--- src/rtl/wr_fabric_pkg.sv ---
// Shared WR fabric types plus the bandwidth meter's constants and FSM state.
package wr_fabric_pkg;

    // Upstream fabric request (also what the meter forwards downstream).
    typedef struct packed {
        logic        cyc;
        logic        stb;
        logic [1:0]  adr;
        logic [15:0] dat;
        logic [1:0]  sel;
    } t_wrf_sink_in;

    // Fabric response (ack/err/stall).
    typedef struct packed {
        logic ack;
        logic err;
        logic stall;
    } t_wrf_sink_out;

    typedef t_wrf_sink_in  t_wrf_source_out;
    typedef t_wrf_sink_out t_wrf_source_in;

    // Fabric address spaces: only DATA beats are metered.
    localparam logic [1:0] c_WRF_DATA   = 2'b00;
    localparam logic [1:0] c_WRF_STATUS = 2'b01;
    localparam logic [1:0] c_WRF_OOB    = 2'b10;
    localparam logic [1:0] c_WRF_USER   = 2'b11;

    localparam int c_BITS_PER_KBIT = 1000;

    // IDLE: no valid timebase; FIRST: partial interval; RUN: full intervals.
    typedef enum logic [1:0] {
        ST_IDLE  = 2'd0,
        ST_FIRST = 2'd1,
        ST_RUN   = 2'd2
    } t_meter_state;

endpackage

--- src/rtl/nic_bw_meter.sv ---
// Passive bandwidth meter on a WR fabric link: counts kbit and frames per
// PPS interval and publishes the last complete interval.
module nic_bw_meter
    import wr_fabric_pkg::*;
#(
    parameter int g_PPS_TIMEOUT = 70000000,
    parameter int g_CNT_WIDTH   = 32
) (
    input  logic                   clk_sys_i,
    input  logic                   rst_n_i,
    input  logic                   pps_p_i,
    input  logic                   pps_valid_i,
    input  logic                   en_i,
    input  t_wrf_sink_in           snk_i,
    output t_wrf_sink_out          snk_o,
    output t_wrf_source_out        src_o,
    input  t_wrf_source_in         src_i,
    output logic [g_CNT_WIDTH-1:0] bw_kbps_o,
    output logic [g_CNT_WIDTH-1:0] frames_o,
    output logic                   bw_valid_o,
    output logic                   upd_p_o
);

    localparam int                     c_TMO_W     = $clog2(g_PPS_TIMEOUT + 1);
    localparam logic [c_TMO_W-1:0]     c_TMO_LIMIT = c_TMO_W'(g_PPS_TIMEOUT);
    localparam logic [c_TMO_W-1:0]     c_TMO_ONE   = c_TMO_W'(1);
    localparam logic [9:0]             c_KBIT      = 10'(c_BITS_PER_KBIT);
    localparam logic [g_CNT_WIDTH-1:0] c_CNT_MAX   = '1;
    localparam logic [g_CNT_WIDTH-1:0] c_CNT_ONE   = g_CNT_WIDTH'(1);

    t_meter_state           state, state_next;
    logic                   cyc_prev;
    logic [9:0]             acc, acc_next, acc_sum;
    logic [g_CNT_WIDTH-1:0] kbps_cnt, kbps_next, kbps_base;
    logic [g_CNT_WIDTH-1:0] frame_cnt, frame_next, frame_base;
    logic [c_TMO_W-1:0]     tmo_cnt, tmo_next;
    logic                   qpps, beat, frame_end, timeout, go_idle, load, count_en, carry;
    logic [4:0]             beat_bits;

    // The fabric is only observed, never touched: pure wires, live in reset.
    assign src_o = snk_i;
    assign snk_o = src_i;

    // Decode this cycle's events from the fabric and the timebase.
    always_comb begin
        qpps      = pps_p_i & pps_valid_i;
        beat      = snk_i.cyc & snk_i.stb & ~src_i.stall & (snk_i.adr == c_WRF_DATA);
        beat_bits = beat ? ((snk_i.sel == 2'b11) ? 5'd16 : 5'd8) : 5'd0;
        frame_end = cyc_prev & ~snk_i.cyc;
        timeout   = (state != ST_IDLE) && (tmo_cnt == c_TMO_LIMIT);
        // Losing the timebase or the enable beats any qpps on the same cycle.
        go_idle   = ~pps_valid_i | ~en_i | timeout;
        load      = qpps & ~go_idle;
    end

    // FSM next state: abort to IDLE first, otherwise advance on qpps.
    always_comb begin
        // NOTE: default assigned first so no path leaves state_next unassigned (no latch).
        state_next = state;
        if (go_idle) begin
            state_next = ST_IDLE;
        end else if (qpps) begin
            case (state)
                ST_IDLE:  state_next = ST_FIRST;
                ST_FIRST: state_next = ST_RUN;
                default:  state_next = ST_RUN;
            endcase
        end
    end

    // Interval counters: restart on qpps with this cycle's contribution, saturate at all-ones.
    always_comb begin
        acc_sum    = '0;
        carry      = 1'b0;
        acc_next   = '0;
        kbps_base  = '0;
        kbps_next  = '0;
        frame_base = '0;
        frame_next = '0;
        count_en   = ~go_idle & ((state != ST_IDLE) | qpps);
        if (count_en) begin
            // acc stays below 1000 and a beat adds at most 16, so one carry per cycle suffices.
            acc_sum    = (qpps ? 10'd0 : acc) + {5'd0, beat_bits};
            carry      = (acc_sum >= c_KBIT);
            acc_next   = carry ? (acc_sum - c_KBIT) : acc_sum;
            kbps_base  = qpps ? '0 : kbps_cnt;
            frame_base = qpps ? '0 : frame_cnt;
            kbps_next  = (carry && kbps_base != c_CNT_MAX) ? kbps_base + c_CNT_ONE : kbps_base;
            frame_next = (frame_end && frame_base != c_CNT_MAX) ? frame_base + c_CNT_ONE
                                                                 : frame_base;
        end
    end

    // Cycles since the last qpps; cleared by qpps and whenever we are (or go) idle.
    always_comb begin
        tmo_next = tmo_cnt + c_TMO_ONE;
        if (qpps || state_next == ST_IDLE) begin
            tmo_next = '0;
        end
    end

    // State, counters and published results.
    always_ff @(posedge clk_sys_i or negedge rst_n_i) begin
        if (!rst_n_i) begin
            state      <= ST_IDLE;
            cyc_prev   <= 1'b0;
            acc        <= '0;
            kbps_cnt   <= '0;
            frame_cnt  <= '0;
            tmo_cnt    <= '0;
            bw_kbps_o  <= '0;
            frames_o   <= '0;
            bw_valid_o <= 1'b0;
            upd_p_o    <= 1'b0;
        end else begin
            // NOTE: non-blocking so every register samples the pre-edge values (load sees old counts).
            state      <= state_next;
            cyc_prev   <= snk_i.cyc;
            acc        <= acc_next;
            kbps_cnt   <= kbps_next;
            frame_cnt  <= frame_next;
            tmo_cnt    <= tmo_next;
            bw_valid_o <= (state_next == ST_RUN);
            upd_p_o    <= load;
            if (load) begin
                bw_kbps_o <= kbps_cnt;
                frames_o  <= frame_cnt;
            end
        end
    end

endmodule

--- config.mk ---
export PLATFORM = sky130hd
export DESIGN_NAME = nic_bw_meter
export DESIGN_NICKNAME = d
export VERILOG_FILES = /design/src/rtl/wr_fabric_pkg.sv /design/src/rtl/nic_bw_meter.sv
export SDC_FILE = /design/constraint.sdc
export NUM_CORES = 1
export LEC_CHECK = 0
export CAP_MARGIN = 20
export CORE_MARGIN = 2
export CORE_UTILIZATION = 35
export CTS_BUF_LIST = sky130_fd_sc_hd__clkbuf_16
export CTS_CLUSTER_DIAMETER = 30
export DETAILED_ROUTE_END_ITERATION = 16
export SLEW_MARGIN = 20
export SYNTH_ARGS = -nofsm -noshare
export SYNTH_HDL_FRONTEND = slang
export SYNTH_SLANG_ARGS = --single-unit
--- constraint.sdc ---
create_clock -name clk_sys_i -period 5.7 [get_ports clk_sys_i]
set_input_delay 1.425 -clock clk_sys_i [delete_from_list [all_inputs] [get_ports clk_sys_i]]
set_output_delay 1.425 -clock clk_sys_i [all_outputs]
set_load 0.05 [all_outputs]
==> report_table.html, run 1 <==
<table>
<tr><th>Metric</th><th>Value</th></tr>
<tr><th colspan="2">Synthesis</th></tr>
<tr><td>Synthesis-stage register bit count</td><td>167</td></tr>
<tr><td>Net Count, Synth</td><td>860</td></tr>
<tr><td>Synth unique cells</td><td>61</td></tr>
<tr><td>Number of flops mapped to enable cells by yosys</td><td>0</td></tr>
<tr><td>Mapped cell area</td><td>0.00852 sq mm</td></tr>
<tr><td>Proportion of synthesized flip-flops having asynchronous set or reset</td><td>100%</td></tr>
<tr><td>Synthesized instance count</td><td>822</td></tr>
<tr><td>Synth warn</td><td>0</td></tr>
<tr><td>Average size of a mapped cell</td><td>10.4 sq um</td></tr>
<tr><td>Dominant register cell in the synthesized netlist</td><td>dfrtp_1</td></tr>
<tr><td>Leading area contributor after synthesis</td><td>dfrtp_1</td></tr>
<tr><td>Portion of synthesized cell area occupied by the leading cell type</td><td>49.0%</td></tr>
<tr><td>Synth top area cells</td><td>dfrtp_1, mux2_2, nand2_1</td></tr>
<tr><td>Sequential area share after synthesis</td><td>49.0%</td></tr>
<tr><th colspan="2">Drt</th></tr>
<tr><td>Routed vias</td><td>6383</td></tr>
<tr><td>Routed len/inst</td><td>16.1 um</td></tr>
<tr><td>Post-detailed-routing wire length</td><td>19500 um</td></tr>
<tr><td>Violation count after the first detailed-routing iteration</td><td>416</td></tr>
<tr><td>1st-pass router iterations</td><td>4</td></tr>
<tr><td>Routed vias/inst</td><td>5.27</td></tr>
<tr><td>Post-route ant nets</td><td>0</td></tr>
<tr><td>DRC errors left</td><td>0</td></tr>
<tr><th colspan="2">Placement</th></tr>
<tr><td>Number of input and output port buffers inserted</td><td>84</td></tr>
<tr><td>Global placer's final weighted congestion</td><td>0.777</td></tr>
<tr><td>Half-perimeter wire length after placement</td><td>13100 um</td></tr>
<tr><th colspan="2">Outcome</th></tr>
<tr><td>Result of the run</td><td>completed</td></tr>
<tr><th colspan="2">STA</th></tr>
<tr><td>Clock tree skew after final layout</td><td>0.00760 ns</td></tr>
<tr><td>Period utilisation layout</td><td>85.3%</td></tr>
<tr><td>Worst relative slew slack</td><td>30.4%</td></tr>
<tr><td>Max Transition Viols Final</td><td>0</td></tr>
<tr><td>Fmax achieved</td><td>206 MHz</td></tr>
<tr><td>Final Critical Period</td><td>4.86 ns</td></tr>
<tr><td>Final setup violation count</td><td>0</td></tr>
<tr><td>Setup TNS Final</td><td>0 ns</td></tr>
<tr><td>Unrepaired setup endpoints after global routing</td><td>no</td></tr>
<tr><td>Hold Fails Final Rpt</td><td>0</td></tr>
<tr><td>Slew @ Worst Pin</td><td>1.04 ns</td></tr>
<tr><th colspan="2">Floorplanning</th></tr>
<tr><td>Initial Utilization</td><td>35.4%</td></tr>
<tr><td>Placeable Area</td><td>0.0241 sq mm</td></tr>
<tr><td>Overall die width</td><td>160 um</td></tr>
<tr><td>Number of core rows</td><td>57</td></tr>
<tr><td>Top-level port count</td><td>121</td></tr>
<tr><td>Die Y-Extent</td><td>160 um</td></tr>
<tr><td>Area of the die</td><td>0.0256 sq mm</td></tr>
<tr><th colspan="2">Critical path</th></tr>
<tr><td>Critical path required time</td><td>6.01 ns</td></tr>
<tr><td>Cells traversed along the worst timing path</td><td>clkdlybuf4s50_1 &gt; nand2_1 &gt; nor4_1 &gt; a21boi_0 &gt; ha_1 &gt; inv_1 &gt; fa_1 &gt; and4b_1 &gt; nand4b_1 &gt; o211ai_2 &gt; o311ai_4 &gt; buf_4 &gt; or4_1 &gt; mux2i_1</td></tr>
<tr><td>Slowest stage delay, CP</td><td>0.56 ns</td></tr>
<tr><td>Arr. time, crit path</td><td>5.17 ns</td></tr>
<tr><td>Category of the worst setup path capture point</td><td>flip-flop</td></tr>
<tr><td>Type of the worst setup path</td><td>input port to flip-flop</td></tr>
<tr><td>Standard cell with the maximum stage delay on the critical path</td><td>or4_1</td></tr>
<tr><td>Kind of start point of the critical path</td><td>input port</td></tr>
<tr><td>Crit-path max FO</td><td>33</td></tr>
<tr><td>Buffers plus inverters on the worst setup path</td><td>3</td></tr>
<tr><td>Delay-heaviest family, CP</td><td>simple AND/OR/NAND/NOR gates</td></tr>
<tr><th colspan="2">Clock network</th></tr>
<tr><td>Count of clock tree sinks</td><td>167</td></tr>
<tr><td>CTS Buf Count</td><td>17</td></tr>
<tr><td>Clock latency on the worst-skew pair</td><td>0.43 ns</td></tr>
<tr><td>Buffer cell driving the clock tree root</td><td>clkbuf_16</td></tr>
<tr><td>Setup fix buffers added after clock tree synthesis</td><td>0</td></tr>
<tr><td>Cells resized by post-CTS repair</td><td>0</td></tr>
<tr><td>Htree depth</td><td>4</td></tr>
<tr><td>CTS tree</td><td>done</td></tr>
<tr><td>Number of hold buffers added after CTS</td><td>0</td></tr>
<tr><td>Post-CTS clock slew at the launch and capture registers of the worst setup and hold paths</td><td>0.06 ns</td></tr>
<tr><td>Clk buf depth</td><td>2</td></tr>
<tr><th colspan="2">Global routing</th></tr>
<tr><td>First-pass GRT wire length</td><td>32900 um</td></tr>
<tr><td>Overall fraction of global-route tracks in use</td><td>15.8%</td></tr>
<tr><td>Via count of the first global-routing pass</td><td>6284</td></tr>
<tr><td>Largest net degree at the start of global routing</td><td>87</td></tr>
<tr><td>Total congestion overflow</td><td>0</td></tr>
<tr><td>Antenna violations before repair</td><td>0</td></tr>
<tr><th colspan="2">Layout</th></tr>
<tr><td>Area growth from synthesis to layout</td><td>17.6%</td></tr>
<tr><td>Net count reported at finish</td><td>916</td></tr>
<tr><td>Fillers</td><td>2375</td></tr>
<tr><td>Sequential cell area</td><td>0.00418 sq mm</td></tr>
<tr><td>Diode count</td><td>0</td></tr>
<tr><td>Area taken by multi-input logic gates</td><td>0.00389 sq mm</td></tr>
<tr><td>Layout cells sized above 1</td><td>12.7%</td></tr>
<tr><th colspan="2">Power and ir drop</th></tr>
<tr><td>Peak VDD IR</td><td>185 uV</td></tr>
<tr><td>Total power</td><td>2.37 mW</td></tr>
<tr><td>Leak</td><td>4.06 nW</td></tr>
<tr><td>Ratio of total power to cell area</td><td>236 mW/mm^2</td></tr>
<tr><th colspan="2">Run</th></tr>
<tr><td>Max-Cap Viols</td><td>0</td></tr>
<tr><th colspan="2">Worst hold path</th></tr>
<tr><td>Worst hold path class</td><td>flip-flop to flip-flop</td></tr>
</table>
==> synthesized netlist by cell type (18+ instances only) <==
library cell / instances
a21oi_1: 47
and3_1: 19
buf_4: 32
dfrtp_1: 167
inv_1: 18
mux2_2: 54
nand2_1: 77
nand3_1: 37
nand4_1: 31
nor2_1: 65
or4_1: 20
xnor2_1: 27
xor2_1: 19
==> registers in the layout, summed over array words and instances, names as in the netlist <==
name        cells
cyc_prev        1
bw_valid_o      1
frame_cnt      32
upd_p_o         1
bw_kbps_o      32
tmo_cnt        27
frames_o       32
acc             7
state           2
kbps_cnt       32
==> logic make-up after synthesis <==
logic type | count (synthesis) | synth area share, %
AND/OR/NAND/NOR | 330 | 20.5
flip-flops | 167 | 49.0
AO/OA/AOI/OAI | 125 | 10.4
buffers and inverters | 81 | 5.64
multiplexers | 65 | 8.48
XOR/XNOR | 46 | 4.73
adder cells (fa/ha/maj) | 8 | 1.26
==> tightest hold or removal path: stages (launching register included) <==
cell and delay, ns:
dfrtp_1 0.34, nand2_1 0.05, o21ai_0 0.06
==> stage by stage <==
stage	setup WS [ns]	area [sq um]	util, %	std cells	hold slack [ns]
2_1_floorplan	0.678	8520	-	822	0.462
3_3_place_gp	0.521	9500	39.4	1183	0.467
3_5_place_dp	0.396	9500	39.4	1183	0.474
4_1_cts	0.838	10000	41.6	1211	0.489
5_1_grt	0.606	10000	41.6	1211	0.517
6_report	0.839	10000	41.6	1211	0.481
==> path summary, 6_finish.rpt <==
path	start	cells past startpoint	slack [ns]	end
setup / recovery	snk_i[21]	14	0.84	kbps_cnt[19]
hold / removal	frames_o[25]	2	0.48	frames_o[25]
setup reg to reg	acc[3]	11	2.65	kbps_cnt[19]
hold reg to reg	frames_o[25]	2	0.48	frames_o[25]
max in group asynchronous	rst_n_i	2	3.58	frame_cnt[28]
min in group asynchronous	rst_n_i	1	1.04	frames_o[18]
==> report_power, final <==
group / switching (mW) / internal [mW] / total [mW] / leakage [nW]
logic: 0.0739 / 0.0263 / 0.100 / 1.46
registers: 0.00139 / 1.19 / 1.19 / 2.33
clock network: 0.455 / 0.621 / 1.08 / 0.265
==> routing by layer <==
layer / GRT usage, % / wire [um]
met1: 21.5 / 9410
met2: 25.7 / 9160
met3: 2.86 / 686
met4: 5.20 / 255
met5: 0 / 0
==> area by class of cell <==
class | count | share of cell area [%]
timing repair buffer | 100 | 9.60
clock inverter | 11 | 0.974
clock buffer | 17 | 4.24
sequential | 167 | 41.7
tap | 324 | 4.04
multi-input combinational | 574 | 38.8
inverter | 18 | 0.674
==> cells in the final DEF, fill, tap and decap left out, drive strengths merged, types with 3 or more instances in the layout <==
| cell | n |
|---|---|
| nor4b | 4 |
| or3 | 9 |
| a21o | 4 |
| or4 | 21 |
| mux2i | 7 |
| xnor2 | 27 |
| nand4 | 31 |
| o21ai | 15 |
| a21oi | 47 |
| nor2b | 3 |
| nor3 | 14 |
| nand3 | 38 |
| or2 | 3 |
| and3 | 19 |
| nand2 | 77 |
| nor2 | 65 |
| clkbuf | 17 |
| mux2 | 58 |
| a211o | 4 |
| a31o | 6 |
| o31ai | 17 |
| ha | 7 |
| o211ai | 7 |
| clkinv | 4 |
| clkdlybuf4s50 | 83 |
| buf | 17 |
| a211oi | 7 |
| dfrtp | 167 |
| inv | 22 |
| o311ai | 5 |
| and4 | 12 |
| xor2 | 19 |
| nor4 | 10 |
| and2 | 16 |
No activity file was read; power rests on OpenSTA's default activity.
==> run 2, diff against run 1 <==
--- a/config.mk
+++ b/config.mk
@@ -5,8 +5,9 @@
 export SDC_FILE = /design/constraint.sdc
 export NUM_CORES = 1
 export LEC_CHECK = 0
+export ABC_AREA = 1
 export CAP_MARGIN = 20
-export CORE_MARGIN = 2
+export CORE_MARGIN = 1.5
 export CORE_UTILIZATION = 35
 export CTS_BUF_LIST = sky130_fd_sc_hd__clkbuf_16
 export CTS_CLUSTER_DIAMETER = 30
==> run 2 against run 1 <==
Compared with the run above: sequential cell count is the same; clock-buffer cell count unchanged; combinational power increased by 42%; worst setup slack improved by 0.32 ns; largest power group unchanged.
==> report_table.html, run 2 <==
<table>
<tr><th>Metric</th><th>Value</th></tr>
<tr><th colspan="2">Critical path</th></tr>
<tr><td>Crit-path max FO</td><td>32 (-3.0%)</td></tr>
<tr><td>Slowest stage delay, CP</td><td>0.53 ns (-0.03 ns)</td></tr>
<tr><td>Category of the worst setup path capture point</td><td>flip-flop</td></tr>
<tr><td>Arr. time, crit path</td><td>4.82 ns (-0.35 ns)</td></tr>
<tr><td>Critical path required time</td><td>5.98 ns (-0.03 ns)</td></tr>
<tr><td>Standard cell with the maximum stage delay on the critical path</td><td>clkdlybuf4s50_1</td></tr>
<tr><td>Cells traversed along the worst timing path</td><td>clkdlybuf4s50_1 &gt; nand2_1 &gt; nor4_1 &gt; a21boi_0 &gt; ha_1 &gt; inv_1 &gt; fa_1 &gt; inv_1 &gt; nand2_1 &gt; nor2_1 &gt; nand2_1 &gt; o21ai_0 &gt; nand2_1 &gt; inv_2 &gt; nand3_4 &gt; nand2_1 &gt; a21oi_1</td></tr>
<tr><td>Worst R2R Path Depth</td><td>12 (+1)</td></tr>
<tr><td>Type of the worst setup path</td><td>input port to flip-flop</td></tr>
<tr><td>Kind of start point of the critical path</td><td>input port</td></tr>
<tr><td>Most frequent cell on the critical path</td><td>nand2_1</td></tr>
<tr><th colspan="2">Drt</th></tr>
<tr><td>Routed len/inst</td><td>14.1 um (-13%)</td></tr>
<tr><td>Routed vias/inst</td><td>4.84 (-8.2%)</td></tr>
<tr><td>Post-route ant nets</td><td>0 (unchanged)</td></tr>
<tr><td>Routed vias</td><td>9084 (+42%)</td></tr>
<tr><td>Violation count after the first detailed-routing iteration</td><td>647 (+56%)</td></tr>
<tr><td>DRC errors left</td><td>0 (unchanged)</td></tr>
<tr><td>1st-pass router iterations</td><td>5 (+1)</td></tr>
<tr><td>Post-detailed-routing wire length</td><td>26400 um (+35%)</td></tr>
<tr><th colspan="2">STA</th></tr>
<tr><td>Hold Fails Final Rpt</td><td>0 (unchanged)</td></tr>
<tr><td>Slew @ Worst Pin</td><td>0.867 ns (-0.178 ns)</td></tr>
<tr><td>Period utilisation layout</td><td>79.7% (-5.6 points)</td></tr>
<tr><td>Setup TNS Final</td><td>0 ns (unchanged)</td></tr>
<tr><td>Unrepaired setup endpoints after global routing</td><td>no</td></tr>
<tr><td>Final Critical Period</td><td>4.54 ns (-0.320 ns)</td></tr>
<tr><td>Clock tree skew after final layout</td><td>0.0134 ns (+0.00577 ns)</td></tr>
<tr><td>Fmax achieved</td><td>220 MHz (+7.0%)</td></tr>
<tr><td>Max Transition Viols Final</td><td>0 (unchanged)</td></tr>
<tr><td>Worst relative slew slack</td><td>42.1% (+12 points)</td></tr>
<tr><td>Final setup violation count</td><td>0 (unchanged)</td></tr>
<tr><th colspan="2">Floorplanning</th></tr>
<tr><td>Initial Utilization</td><td>35.9% (+0.53 points)</td></tr>
<tr><td>Placeable Area</td><td>0.0280 sq mm (+16%)</td></tr>
<tr><td>Area of the die</td><td>0.0297 sq mm (+16%)</td></tr>
<tr><td>Overall die width</td><td>172 um (+7.8%)</td></tr>
<tr><td>Number of core rows</td><td>61 (+7.0%)</td></tr>
<tr><td>Die Y-Extent</td><td>172 um (+7.8%)</td></tr>
<tr><td>Top-level port count</td><td>121 (unchanged)</td></tr>
<tr><th colspan="2">Worst hold path</th></tr>
<tr><td>Hold Path Cell Cnt</td><td>2 (unchanged)</td></tr>
<tr><td>Worst hold path class</td><td>flip-flop to flip-flop</td></tr>
<tr><th colspan="2">Placement</th></tr>
<tr><td>Half-perimeter wire length after placement</td><td>18700 um (+42%)</td></tr>
<tr><td>Global placer's final weighted congestion</td><td>0.954 (+23%)</td></tr>
<tr><td>Number of input and output port buffers inserted</td><td>84 (unchanged)</td></tr>
<tr><th colspan="2">Clock network</th></tr>
<tr><td>Clk buf depth</td><td>2 (unchanged)</td></tr>
<tr><td>Setup fix buffers added after clock tree synthesis</td><td>0 (unchanged)</td></tr>
<tr><td>CTS Buf Count</td><td>17 (unchanged)</td></tr>
<tr><td>Post-CTS clock slew at the launch and capture registers of the worst setup and hold paths</td><td>0.06 ns (about the same)</td></tr>
<tr><td>Buffer cell driving the clock tree root</td><td>clkbuf_16</td></tr>
<tr><td>Htree depth</td><td>4 (unchanged)</td></tr>
<tr><td>Cells resized by post-CTS repair</td><td>0 (unchanged)</td></tr>
<tr><td>Number of hold buffers added after CTS</td><td>0 (unchanged)</td></tr>
<tr><td>Count of clock tree sinks</td><td>167 (unchanged)</td></tr>
<tr><td>Clock latency on the worst-skew pair</td><td>0.45 ns (+0.02 ns)</td></tr>
<tr><td>CTS tree</td><td>done</td></tr>
<tr><th colspan="2">Outcome</th></tr>
<tr><td>Result of the run</td><td>completed</td></tr>
<tr><th colspan="2">Layout</th></tr>
<tr><td>Area growth from synthesis to layout</td><td>15.0%</td></tr>
<tr><td>Net count reported at finish</td><td>1526 (+67%)</td></tr>
<tr><td>Sequential cell area</td><td>0.00418 sq mm (unchanged)</td></tr>
<tr><td>Most common cell after layout, fill and taps aside</td><td>nand2_1</td></tr>
<tr><td>Post-layout util</td><td>41.3% (-0.32 points)</td></tr>
<tr><td>Area taken by multi-input logic gates</td><td>0.00493 sq mm (+27%)</td></tr>
<tr><td>Layout cells sized above 1</td><td>5.40% (-7.3 points)</td></tr>
<tr><td>Diode count</td><td>0 (unchanged)</td></tr>
<tr><td>Fillers</td><td>2956 (+24%)</td></tr>
<tr><td>Top library cells by usage in the layout, fill and taps aside</td><td>nand2_1, nor2_1, dfrtp_1</td></tr>
<tr><th colspan="2">Synthesis</th></tr>
<tr><td>Leading area contributor after synthesis</td><td>dfrtp_1</td></tr>
<tr><td>Synth top area cells</td><td>dfrtp_1, nand2_1, nor2_1</td></tr>
<tr><td>Synthesis-stage register bit count</td><td>167 (unchanged)</td></tr>
<tr><td>Synth unique cells</td><td>33 (-46%)</td></tr>
<tr><td>Number of flops mapped to enable cells by yosys</td><td>0 (unchanged)</td></tr>
<tr><td>Synth warn</td><td>0 (unchanged)</td></tr>
<tr><td>Sequential area share after synthesis</td><td>41.6% (-7.5 points)</td></tr>
<tr><td>Top cells by instance count after synthesis</td><td>nand2_1, nor2_1, dfrtp_1, inv_1, nand3_1</td></tr>
<tr><td>Average size of a mapped cell</td><td>6.91 sq um (-33%)</td></tr>
<tr><td>Mapped cell area</td><td>0.0101 sq mm (+18%)</td></tr>
<tr><td>Proportion of synthesized flip-flops having asynchronous set or reset</td><td>100% (unchanged)</td></tr>
<tr><td>Synthesized instance count</td><td>1454 (+77%)</td></tr>
<tr><td>Dominant cell by count in the synthesized netlist</td><td>nand2_1</td></tr>
<tr><td>Dominant register cell in the synthesized netlist</td><td>dfrtp_1</td></tr>
<tr><td>Portion of synthesized cell area occupied by the leading cell type</td><td>41.6% (-7.5 points)</td></tr>
<tr><td>Net Count, Synth</td><td>1492 (+73%)</td></tr>
<tr><th colspan="2">Global routing</th></tr>
<tr><td>Via count of the first global-routing pass</td><td>8784 (+40%)</td></tr>
<tr><td>Overall fraction of global-route tracks in use</td><td>18.9% (+3.1 points)</td></tr>
<tr><td>Antenna violations before repair</td><td>0 (unchanged)</td></tr>
<tr><td>Largest net degree at the start of global routing</td><td>83 (-4.6%)</td></tr>
<tr><td>First-pass GRT wire length</td><td>44200 um (+34%)</td></tr>
<tr><td>Total congestion overflow</td><td>0 (unchanged)</td></tr>
<tr><th colspan="2">Power and ir drop</th></tr>
<tr><td>Leak</td><td>5.24 nW (+29%)</td></tr>
<tr><td>Ratio of total power to cell area</td><td>214 mW/mm^2 (-9.4%)</td></tr>
<tr><td>Peak VDD IR</td><td>199 uV (+7.7%)</td></tr>
<tr><td>Total power</td><td>2.47 mW (+4.5%)</td></tr>
<tr><th colspan="2">Run</th></tr>
<tr><td>Max-Cap Viols</td><td>0 (unchanged)</td></tr>
</table>
-- run 2: cell types whose count changed after synthesis, sizes merged, moves of 19 or more --
cell / delta
a21oi: -30
and3: -19
inv: +101
mux2: -58
nand2: +444
nand3: +68
nor2: +179
o21ai: +57
or4: -21
-- run 2: cell families (layout without fill, tap and decap cells) --
family	count (synthesis)	after routing	share of synthesized area, %
adders and majority gates	8	8	1.07
AOI/OAI and AO/OA	91	91	4.58
and+or+nand+nor	935	935	38.8
xor gates and xnor gates	51	51	4.44
DFF	167	167	41.6
buffers and inverters	202	248	9.57
-- run 2: routing by layer --
layer  track usage, %  wire, um  part of all wire [%]
met5                0         0                     0
met4             6.16       506                   1.9
met3             3.66      1400                   5.3
met2             32.1     12600                    48
met1             24.2     11900                    45
-- run 2: path summary, 6_finish.rpt --
path                                from           end  slack (ns)
max                            snk_i[21]  kbps_cnt[27]        1.16
min                        frame_cnt[11]  frames_o[11]        0.47
max in group asynchronous        rst_n_i  frames_o[23]        3.53
min reg2reg                frame_cnt[11]  frames_o[11]        0.47
min in group asynchronous        rst_n_i   tmo_cnt[23]        1.04
max reg2reg                  kbps_cnt[0]  kbps_cnt[22]        3.05
-- run 2: cell type report --
| class | instances | area share (%) |
|---|---|---|
| Tap cell | 378 | 4.09 |
| Clock buffer | 17 | 3.68 |
| Inverter | 119 | 3.86 |
| Clock inverter | 14 | 1.21 |
| Sequential cell | 167 | 36.2 |
| Timing Repair Buffer | 98 | 8.37 |
| Multi-Input combinational cell | 1085 | 42.6 |
-- run 2: where the power goes --
part	switching (mW)	total (mW)	internal [mW]
Sequential	0.00352	1.19	1.19
Combinational	0.109	0.142	0.0327
Clock	0.526	1.14	0.611
Total	0.639	2.47	1.83
-- run 2: worst max-delay path, delay by kind of cell --
family,cells,cell delay (ns)
AND/OR/NAND/NOR,8,1.50
AO/OA/AOI/OAI,3,0.48
adder cells (fa/ha/maj),2,0.58
buffers and inverters,4,0.81
-- run 2: metrics by stage --
stage	setup slack, ns	instances	hold WS (ns)	instance area [sq um]
4_1_cts	1.18	1877	0.480	11500
3_3_place_gp	0.823	1846	0.462	11000
2_1_floorplan	1.64	1454	0.449	10100
6_report	1.16	1878	0.474	11600
3_5_place_dp	0.742	1846	0.465	11000
5_1_grt	0.822	1878	0.515	11600
